`src/rtl/seg7_pkg.sv`:
```
// Shared seven-segment display types, segment constants and the hex glyph lookup.
package seg7_pkg;

  localparam int unsigned DIGIT_W          = 2;
  localparam int unsigned NIBBLE_W         = 4;
  localparam int unsigned SEG_W            = 7;
  localparam int unsigned NUM_DIGITS_FIXED = 4;
  localparam int unsigned VALUE_W          = NUM_DIGITS_FIXED * NIBBLE_W;

  typedef logic [DIGIT_W-1:0]  digit_idx_t;
  typedef logic [NIBBLE_W-1:0] nibble_t;
  typedef logic [SEG_W-1:0]    seg_t;

  // Active-low segment pattern that turns every segment off.
  localparam seg_t SEG_OFF = 7'h7F;

  // Active-high glyphs, bit order {g,f,e,d,c,b,a}.
  localparam seg_t SEG_HEX_0 = 7'h3F;
  localparam seg_t SEG_HEX_1 = 7'h06;
  localparam seg_t SEG_HEX_2 = 7'h5B;
  localparam seg_t SEG_HEX_3 = 7'h4F;
  localparam seg_t SEG_HEX_4 = 7'h66;
  localparam seg_t SEG_HEX_5 = 7'h6D;
  localparam seg_t SEG_HEX_6 = 7'h7D;
  localparam seg_t SEG_HEX_7 = 7'h07;
  localparam seg_t SEG_HEX_8 = 7'h7F;
  localparam seg_t SEG_HEX_9 = 7'h6F;
  localparam seg_t SEG_HEX_A = 7'h77;
  localparam seg_t SEG_HEX_B = 7'h7C;
  localparam seg_t SEG_HEX_C = 7'h39;
  localparam seg_t SEG_HEX_D = 7'h5E;
  localparam seg_t SEG_HEX_E = 7'h79;
  localparam seg_t SEG_HEX_F = 7'h71;

  // Registered display drive, all fields active-low except frame_start.
  typedef struct packed {
    logic [NUM_DIGITS_FIXED-1:0] an;
    seg_t                        seg;
    logic                        dp;
    logic                        frame_start;
  } display_t;

  function automatic seg_t hex_seg_on(input nibble_t n);
    seg_t s;
    case (n)
      4'h0:    s = SEG_HEX_0;
      4'h1:    s = SEG_HEX_1;
      4'h2:    s = SEG_HEX_2;
      4'h3:    s = SEG_HEX_3;
      4'h4:    s = SEG_HEX_4;
      4'h5:    s = SEG_HEX_5;
      4'h6:    s = SEG_HEX_6;
      4'h7:    s = SEG_HEX_7;
      4'h8:    s = SEG_HEX_8;
      4'h9:    s = SEG_HEX_9;
      4'hA:    s = SEG_HEX_A;
      4'hB:    s = SEG_HEX_B;
      4'hC:    s = SEG_HEX_C;
      4'hD:    s = SEG_HEX_D;
      4'hE:    s = SEG_HEX_E;
      default: s = SEG_HEX_F;
    endcase
    return s;
  endfunction

endpackage

```
`src/rtl/hex_to_seg.sv`:
```
// Combinational hex nibble to active-low seven-segment decoder, shared by display blocks.
module hex_to_seg
  import seg7_pkg::*;
(
  input  nibble_t nibble,
  output seg_t    seg_c
);

  always_comb begin
    seg_c = ~hex_seg_on(nibble);
  end

endmodule

```
`src/rtl/seg7_scan_driver.sv`:
```
// Scans a 16-bit value onto a 4-digit common-anode display, one digit per synchronised scan_clock edge.
// Optional: define LEADING_ZERO_BLANK_EN to suppress leading zero digits of each frame.
module seg7_scan_driver
  import seg7_pkg::*;
#(
  parameter int unsigned SYNC_STAGES = 2,
  parameter int unsigned NUM_DIGITS  = 4
) (
  input  logic                        clock,
  input  logic                        reset,
  input  logic                        scan_clock,
  input  logic [VALUE_W-1:0]          value,
  input  logic [NUM_DIGITS_FIXED-1:0] dp_in,
  input  logic [NUM_DIGITS_FIXED-1:0] digit_en,
  input  logic                        blank,
  output logic [NUM_DIGITS_FIXED-1:0] an,
  output logic [SEG_W-1:0]            seg,
  output logic                        dp,
  output logic                        frame_start
);

  if (SYNC_STAGES < 2 || SYNC_STAGES > 4) begin : g_bad_sync_stages
    $error("seg7_scan_driver: SYNC_STAGES must be in 2..4");
  end
  if (NUM_DIGITS != NUM_DIGITS_FIXED) begin : g_bad_num_digits
    $error("seg7_scan_driver: NUM_DIGITS must be 4");
  end

  logic [SYNC_STAGES-1:0]      sync_q;
  logic                        edge_q;
  logic                        sync_out_c;
  logic                        tick_c;

  digit_idx_t                  index_q;
  digit_idx_t                  index_nxt_c;
  logic                        snap_c;
  logic [VALUE_W-1:0]          frame_value_q;
  logic [VALUE_W-1:0]          frame_value_nxt_c;
  logic [NUM_DIGITS_FIXED-1:0] frame_dp_q;
  logic [NUM_DIGITS_FIXED-1:0] frame_dp_nxt_c;
  logic                        active_q;
  logic                        active_nxt_c;

  nibble_t                     nibble_c;
  seg_t                        seg_lut_c;
  logic [NUM_DIGITS_FIXED-1:0] onehot_c;
  logic [NUM_DIGITS_FIXED-1:0] lz_mask_c;
  display_t                    disp_q;
  display_t                    disp_nxt_c;

  // scan_clock is asynchronous data: resynchronise, then detect its rising edge.
  always_ff @(posedge clock or posedge reset) begin
    if (reset) begin
      sync_q <= '0;
      edge_q <= 1'b0;
    end else begin
      sync_q <= {sync_q[SYNC_STAGES-2:0], scan_clock};
      edge_q <= sync_out_c;
    end
  end

  assign sync_out_c = sync_q[SYNC_STAGES-1];
  assign tick_c     = sync_out_c & ~edge_q;

  // Next index and frame snapshot; a frame is captured whole as digit 0 comes up.
  always_comb begin
    index_nxt_c = index_q;
    if (tick_c) begin
      index_nxt_c = digit_idx_t'(index_q + digit_idx_t'(1));
    end
    snap_c            = tick_c && (index_nxt_c == digit_idx_t'(0));
    frame_value_nxt_c = snap_c ? value : frame_value_q;
    frame_dp_nxt_c    = snap_c ? dp_in : frame_dp_q;
    active_nxt_c      = active_q | snap_c;
  end

  // Index resets to 3 so the first tick after reset starts a fresh frame at digit 0.
  always_ff @(posedge clock or posedge reset) begin
    if (reset) begin
      index_q       <= digit_idx_t'(NUM_DIGITS_FIXED - 1);
      frame_value_q <= '0;
      frame_dp_q    <= '0;
      active_q      <= 1'b0;
    end else begin
      index_q       <= index_nxt_c;
      frame_value_q <= frame_value_nxt_c;
      frame_dp_q    <= frame_dp_nxt_c;
      active_q      <= active_nxt_c;
    end
  end

  assign nibble_c = frame_value_nxt_c[{index_nxt_c, 2'b00} +: NIBBLE_W];
  assign onehot_c = NUM_DIGITS_FIXED'(1) << index_nxt_c;

  hex_to_seg u_hex_to_seg (
    .nibble (nibble_c),
    .seg_c  (seg_lut_c)
  );

`ifdef LEADING_ZERO_BLANK_EN
  // Keep digits up to the most significant nonzero nibble of the snapshot; digit 0 always shows.
  always_comb begin
    lz_mask_c = 4'b0001;
    if (frame_value_nxt_c[15:12] != 4'h0) begin
      lz_mask_c = 4'b1111;
    end else if (frame_value_nxt_c[11:8] != 4'h0) begin
      lz_mask_c = 4'b0111;
    end else if (frame_value_nxt_c[7:4] != 4'h0) begin
      lz_mask_c = 4'b0011;
    end
  end
`else
  assign lz_mask_c = '1;
`endif

  // Output drive stays dark until the first frame after reset has been captured.
  always_comb begin
    disp_nxt_c.an          = '1;
    disp_nxt_c.seg         = SEG_OFF;
    disp_nxt_c.dp          = 1'b1;
    disp_nxt_c.frame_start = snap_c;
    if (active_nxt_c) begin
      if (!blank) begin
        disp_nxt_c.an = ~(onehot_c & digit_en & lz_mask_c);
      end
      disp_nxt_c.seg = seg_lut_c;
      disp_nxt_c.dp  = ~frame_dp_nxt_c[index_nxt_c];
    end
  end

  always_ff @(posedge clock or posedge reset) begin
    if (reset) begin
      disp_q.an          <= '1;
      disp_q.seg         <= SEG_OFF;
      disp_q.dp          <= 1'b1;
      disp_q.frame_start <= 1'b0;
    end else begin
      disp_q <= disp_nxt_c;
    end
  end

  assign an          = disp_q.an;
  assign seg         = disp_q.seg;
  assign dp          = disp_q.dp;
  assign frame_start = disp_q.frame_start;

endmodule

```
`config.mk`:
```
export PLATFORM = sky130hd
export DESIGN_NAME = seg7_scan_driver
export DESIGN_NICKNAME = d
export VERILOG_FILES = /design/src/rtl/seg7_pkg.sv /design/src/rtl/hex_to_seg.sv /design/src/rtl/seg7_scan_driver.sv
export SDC_FILE = /design/constraint.sdc
export NUM_CORES = 1
export LEC_CHECK = 0
export CAP_MARGIN = 10
export CORE_UTILIZATION = 35
export CTS_BUF_LIST = sky130_fd_sc_hd__clkbuf_16
export DETAILED_ROUTE_END_ITERATION = 8
export GPL_ROUTABILITY_DRIVEN = 0
export PLACE_DENSITY = 0.55
export SYNTH_ARGS = -nofsm -noshare
export SYNTH_HDL_FRONTEND = slang
export SYNTH_HIERARCHICAL = 1
export SYNTH_SLANG_ARGS = --single-unit
export TNS_END_PERCENT = 10
```
`constraint.sdc`:
```
create_clock -name clock -period 5 [get_ports clock]
set_clock_uncertainty 0.2 [all_clocks]
set_input_delay 0.75 -clock clock [delete_from_list [all_inputs] [get_ports clock]]
set_output_delay 0.75 -clock clock [all_outputs]
set_load 0.01 [all_outputs]
```
Word-level counts from Yosys, hierarchy flattened
Memory sizes are Yosys's and may differ from the RTL's.
Cells that the tools add are included.
{ "word_totals": {"elab_cells": 31, "out_inout_bits": 13, "input_bits": 28, "mem_count": 1, "reg_bits": 39, "rom_bits": 112} }
{ "op_classes": {"order_cmp": 1, "bitwise_logic": 7, "muxes": 7, "n_reduce_logical": 2, "shift": 2, "n_addsub": 1} }
{ "mem_list": {"columns": ["memory", "words", "word_bits", "rd", "rd_clocked_by_memory_dff", "write_ports", "line_no", "text"], "rows": [
  ["(name not given)", 16, 7, 1, 0, 0, "seg7_pkg.sv:45", "case (n)"]
]} }
{ "ops": {"columns": ["operator", "count"], "rows": [
  ["$mux W16", 1],
  ["$shiftx A16 B5 Y4", 1],
  ["$mux W12", 1],
  ["$mux W4", 2],
  ["$not A7 Y7", 1],
  ["$and A4 B4 Y4", 1],
  ["$not A4 Y4", 1],
  ["$shl A1 B2 Y4 const A", 1],
  ["$lt A2 B3 Y1 const B", 1],
  ["$add A2 B1 Y2 const B", 1],
  ["$bmux W1 S2", 1],
  ["$logic_not A2 Y1", 1],
  ["$mux W2", 1],
  ["$not A1 Y1", 2],
  ["$and A1 B1 Y1", 1],
  ["$logic_and A1 B1 Y1", 1],
  ["$mux W1", 1],
  ["$or A1 B1 Y1", 1]
]} }

Logic depth before layout (Yosys ltp)
Gate-level depths: netlist (run 1).
{ "logic_depth": {"word_depth": 10, "mapped_depth": 10} }

Modules after synthesis
The synthesis (run 1) kept the hierarchy.
{ "modules_own_cells": {"columns": ["module", "cells_each", "n_inst", "area_per_inst_um2"], "rows": [
  ["seg7_scan_driver", 171, 1, 1767.9],
  ["hex_to_seg", 31, 1, 252.7]
]} }

Worst setup path before layout (run 1)
No wires, ideal clock.
{ "synth_path": {"path_type": "input-to-reg", "start": "input value[0]", "end": "register seg[3] (netlist name)", "path_slack_ps": 2203, "arrival_ps": 2513, "cell_stages": 8, "path_cell_list": "mux2i_1 mux4_2 inv_1 inv_1 ha_1 inv_1 mux4_1 or2_2"} }
{ "synth_lines": {"columns": ["element", "line_no", "text"], "rows": [
  ["start, declared", "seg7_scan_driver.sv:12", "input logic [VALUE_W-1:0] value,"]
]} }

==> results of run 1 <==
[cell type report]
type                    instances  share of cell area, %
clock buffers                   5                   4.83
clock inverters                 3                  0.628
inverters                      12                   1.74
multi-input cells             140                   35.0
flip-flops and latches         39                   38.3
well taps                      72                   3.48
repair buffers                 42                   16.0
[state kept, by name, summed over array words and instances, names as in the netlist]
register,flops
active_q,1
an,4
dp,1
edge_q,1
frame_dp_q,4
frame_start,1
frame_value_q,16
index_q,2
seg,7
sync_q,2
[through the flow]
| step | hold WS (ns) | total power, mW |
|---|---|---|
| after floorplan | 0.131 | 1.27 |
| after global placement | 0.138 | 1.45 |
| after detailed placement | 0.144 | 1.46 |
| after CTS | 0.158 | 1.77 |
| after global routing | 0.167 | 1.91 |
| final | 0.155 | 1.75 |
[cells in the final DEF (no fill, tap or decap), drive strengths merged]
cell and count:
nand2 64, clkdlybuf4s50 40, dfrtp 25, mux2i 17, dfstp 14, inv 12, or2 7, nor2 7
ha 6, clkbuf 5, nand3 4, mux4 4, nor3b 3, o32ai 3, o21ai 3, nor2b 3
xnor2 2, nand3b 2, or3b 2, nand2b 2, a31oi 2, buf 2, a22o 2, clkinv 2
o2111ai 1, nor3 1, a21oi 1, a21boi 1, a22oi 1, o211ai 1, clkinvlp 1, a32o 1
[cells by family after synthesis]
group,Yosys count
compound gates,16
xor+xnor,2
fa+ha+maj,6
buf+inv,23
flops,39
mux,21
simple gates,95
[metal layers]
| metal | up-vias | GRT usage, % | part of all wire, % |
|---|---|---|---|
| met5 | - | 0 | 0 |
| met2 | 43 | 23.9 | 44 |
| met1 | 690 | 18.8 | 47 |
| met4 | 0 | 5.56 | 1.4 |
| met3 | 5 | 3.76 | 6.8 |
| li1 | 741 | - | - |
[worst reg2reg max path, cell delays in order (launching register included)]
cell      delay, ns
dfstp_2        0.87
nand3_1        0.68
clkinv_1       0.19
a22oi_1        0.11
o211ai_1       0.35
nor2_1         0.15
a22o_1         0.28
or2_2          0.30
[power by group through the flow]
stage                     logic (mW)  registers, mW  clock network (mW)
after detailed placement       0.840          0.620                   0
after global routing           0.951          0.636               0.322
after floorplan                0.699          0.568                   0
after CTS                      0.842          0.615               0.309
after global placement         0.834          0.619                   0
final                          0.834          0.613               0.299
[final timing paths]
path                       cells past startpoint    endpoint  slack (ns)
setup / recovery                               7      seg[6]        1.79
hold / removal                                 0   sync_q[1]        0.15
setup reg to reg                               7      seg[6]        1.79
hold reg to reg                                0   sync_q[1]        0.15
max in group asynchronous                      3  index_q[0]        3.44
min in group asynchronous                      2      seg[0]        0.69
[cells in the mapped netlist]
library cell	n
clkinv_1	1
or3b_1	2
nand3b_1	2
nor3b_1	3
a31oi_1	2
a22o_1	2
mux4_1	1
o211ai_1	1
nor2_2	1
nand3_1	4
buf_6	3
ha_1	6
dfrtp_1	25
inv_1	11
a21oi_1	1
dfstp_2	14
mux4_2	3
or2_2	7
nor2b_4	1
o2111ai_1	1
a32o_1	1
buf_4	1
nand2_1	64
xnor2_1	2
o32ai_1	3
a22oi_1	1
buf_2	7
o21ai_0	2
nand2b_1	2
nor3_1	1
a21boi_0	1
nor2b_1	2
nor2_1	6
mux2i_1	17
o21ai_1	1
==> impl_metrics.yaml, run 1 <==
sta:
  drv_slew: 0
  hold_violations: 0
  fin_ws_ns: 1.79
  finalCriticalPeriod_ns: 3.21
  fmax_ghz: 0.312
  maxSlewHeadroom_pct: 49.5
  rsz0062_at_grt: "no"
  finalCritPeriodShare_pct: 64.1
  setup_viol_count_final: 0
  tns_ns: 0
  worst_pin_slew_ns: 0.755
detailed_routing:
  routedWlPerCell_um: 11.9
  drt_iter0_drc: 53
  routed_wl_um: 3710
  viasPerCell: 4.73
  vias: 1479
  drt_first_pass_iters: 4
  drc: 0
  postRouteAntennaNets: 0
clock_network:
  post_cts_resized: 0
  cts_setup_buffers: 0
  cts_tree: "built"
  cts_buffers: 5
  root_buffer: "clkbuf_16"
  cts.sinks: 39
  hold_buffers: 0
  path_clk_slew_ns: 0.06
  worst_skew_pair.late_latency_ns: 0.28
  htree_num_levels: 2
  clockBufferDepth: 2
pwr:
  pwr-share-clk_pct: 17.2
  p_sw_mw: 0.624
  combinationalPowerShare_pct: 47.7
  swShare_pct: 35.7
  ir_drop_v: 0.000246
  pwr-share-seq_pct: 35.1
  power.internal_mw: 1.12
  powerDensity_nw_per_um2: 674
  p_leak_nw: 1.20
yosys:
  yosys_warnings: 6
  synth_top_family_by_area: "simple AND/OR/NAND/NOR gates"
  syn_area_um2: 2020
  synthMuxAreaShare_pct: 13.1
  yosys.area_share.simple_pct: 21.4
  syn-instance-count: 202
  seq_area_frac_synth_pct: 49.2
  syn_nets: 236
  synth-compound-area-share_pct: 5.82
  avgSynthCellArea_um2: 10.0
  synth_cell_types: 35
  synth_xor_area_share_pct: 0.867
  yosys.area.top_type: "dfrtp_1"
  synth_top_area_share_pct: 31.0
  ys_seq_elements: 39
  synthAdderAreaFrac_pct: 3.72
  synth_area_leaders: "dfrtp_1, dfstp_2, nand2_1, mux2i_1, ha_1"
job:
  maxCapViolCount: 0
global_route:
  grt_first_pass_wirelength_um: 6900
  antenna_found_initial: 0
  grt_overflow_total: 0
  grt_pass1_vias: 1519
  grt_start_max_net_pins: 35
  grt_use_total_pct: 14.7
die:
  die_area_um2: 6080
  die_w_um: 78.0
  die_h_um: 78.0
  ios: 41
  coreArea_um2: 5540
  num_rows: 27
  start_util_pct: 36.5
placed_design:
  dp_slack_ns: 1.56
  placedCellCount: 305
  port_buffers: 40
  hpwl_um: 2630
  placed_cell_area_um2: 2450
setup_path:
  max_stage_delay_ns: 0.87
  crit_slowest_cell: "dfstp_2"
  critPathKind: "flop to flop"
  crit_family: "simple AND/OR/NAND/NOR gates"
  crit_path_cell_trace: "nand3_1 -> clkinv_1 -> a22oi_1 -> o211ai_1 -> nor2_1 -> a22o_1 -> or2_2"
  end_kind: "flop"
  cp-start-kind: "flop"
  startpoint: "index_q[0]"
  r2r-start: "index_q[0]"
  arrival_ns: 3.20
  path_max_fanout: 22
  worst-path-buf-inv: 1
  worstPathRequired_ns: 5.00
cells_and_area:
  drive_above_1_share_pct: 14.5
  regArea_um2: 993
  fillCellCount: 557
  final_nets: 274
  multi_input_area_um2: 906
  antenna_cells: 0
  design_area_um2: 2590
  fin_cells: 313
  area_delta_synth_final_pct: 28.2
  final_util_pct: 46.8
min_path:
  min_path_type: "flop to flop"
  hp-start: "sync_q[0]"
run_status:
  status: "finished, final reports clean"
Note: power is estimated with default switching activity, not from simulation.
==> run 2: changes to the inputs <==
- PLACE_DENSITY: 0.55 -> 0.57
- clock period: 5 -> 2.9 ns (I/O delays scaled with it)
==> run 2 against run 1 <==
- final area up 4.4%
- clock power up 67%
- combinational power up 110%
- via count down 0.20%
- sequential power up 60%
- hold slack better by 0.022 ns
- fmax up 16%
- critical endpoint is now seg[3]
- first-iteration DRC count down 30%
- critical path type unchanged
- non-clock buffer count up 14
- global-route usage down 0.16 points
- clock-buffer cell count unchanged
==> impl_metrics.yaml, run 2 (synthesis results as in run 1) <==
setup_path:
  r2r_setup_slack_ns: 0.13
  critPathKind: "flop to flop"
  r2r_cells: 9
  cp-start-kind: "flop"
  r2r-start: "index_q[0]"
  path_max_fanout: 5
  startpoint: "index_q[0]"
  worstPathRequired_ns: 2.89
  r2r-end: "seg[3]"
  arrival_ns: 2.77
  end_kind: "flop"
placed_design:
  placedCellCount: 317
  hpwl_um: 2780
  dp_slack_ns: -0.107
  port_buffers: 40
global_route:
  grt_start_max_net_pins: 40
  grt_pass1_vias: 1501
  antenna_found_initial: 0
  grt_overflow_total: 0
  grt_first_pass_wirelength_um: 6820
  grt_use_total_pct: 14.6
cells_and_area:
  largest_reg_flops: 16
  antenna_cells: 0
  fin_cells: 327
  area_delta_synth_final_pct: 33.9
  layout_common_cells: "nand2_1, clkdlybuf4s50_1, dfrtp_1"
  final_nets: 288
  layout.cells.most_common: "nand2_1"
  final_util_pct: 48.8
  top_register: "frame_value_q"
  reg_top3: "frame_value_q (16), seg (7)"
  drive_above_1_share_pct: 18.8
min_path:
  min_path_type: "flop to flop"
  hp-start: "sync_q[0]"
  holdPathEnd: "sync_q[1]"
  hold_depth: 0
die:
  start_util_pct: 36.5
  coreArea_um2: 5540
  ios: 41
  num_rows: 27
  die_w_um: 78.0
  die_h_um: 78.0
  die_area_um2: 6080
run_status:
  status: "finished, final reports clean"
clock_network:
  clockBufferDepth: 2
  cts.sinks: 39
  root_buffer: "clkbuf_16"
  cts_tree: "built"
  worst_skew_pair.late_latency_ns: 0.28
  path_clk_slew_ns: 0.05
  htree_num_levels: 2
  hold_buffers: 0
  cts_buffers: 5
detailed_routing:
  routedWlPerCell_um: 11.9
  vias: 1476
  drt_first_pass_iters: 4
  postRouteAntennaNets: 0
  drc: 0
  drt_iter0_drc: 37
  viasPerCell: 4.51
  routed_wl_um: 3890
sta:
  rsz0062_at_grt: "no"
  maxSlewHeadroom_pct: 63.3
  finalCriticalPeriod_ns: 2.77
  setup_viol_count_final: 0
  holdWs_ns: 0.177
  finalCritPeriodShare_pct: 95.7
  hold_violations: 0
  fmax_ghz: 0.360
  tns_ns: 0
  drv_slew: 0
  fin_ws_ns: 0.126
  worst_pin_slew_ns: 0.548
pwr:
  powerDensity_nw_per_um2: 1190
  p_leak_nw: 1.27
  ir_drop_v: 0.000502
job:
  maxCapViolCount: 0
-- run 2: changes by cell type in the layout (fill, tap and decap cells not counted), sizes merged --
cell,before,now
clkbuf,5,6
buf,2,15
inv,12,13
clkinvlp,1,0
-- run 2: through the flow --
step	instance area, um^2	total power, mW
after CTS	2680	3.21
after detailed placement	2540	2.69
after floorplan	2020	2.19
final	2710	3.21
after global placement	2540	2.66
after global routing	2710	3.50
-- run 2: power by group --
group	leakage (nW)	internal, mW	switching [mW]
Clock	0.0762	0.310	0.190
Combinational	0.749	0.958	0.770
Sequential	0.448	0.841	0.141
-- run 2: per-layer routing --
layer	routed length (um)	global-route usage [%]	up-vias
met3	166	3.06	7
met5	0	0	-
li1	-	-	773
met4	72	6.48	0
met2	1780	23.6	36
met1	1880	18.7	660
-- run 2: worst max-delay path by stage --
stage                         to  cells past startpoint  slack, ns
after floorplan           seg[3]                      9       0.12
after global placement    seg[3]                      9      -0.08
after detailed placement  seg[3]                      9      -0.11
after CTS                 seg[3]                      8       0.08
after global routing      seg[3]                      9       0.02
final                     seg[3]                      9       0.13
-- run 2: area by class of cell --
class / instances / area [um^2]
Timing Repair Buffer: 56 / 533
Sequential cell: 39 / 993
Fill cell: 554 / 2840
Inverter: 12 / 45.0
Tap cell: 72 / 90.1
Clock buffer: 5 / 125
Multi-Input combinational cell: 140 / 906
Clock inverter: 3 / 12.5
-- run 2: critical path: stages (launching register included) --
cell and delay, ns:
dfstp_2 0.56, clkbuf_4 0.19, mux2i_1 0.08, mux4_2 0.44
inv_1 0.08, inv_1 0.07, ha_1 0.27, inv_1 0.05
mux4_1 0.46, or2_2 0.30
-- run 2: what timing repair did --
item | in CTS | in global routing
buffers inserted | 0 | 2
endpoints found under the setup margin | 0 | 1
gates resized for setup | 0 | 1
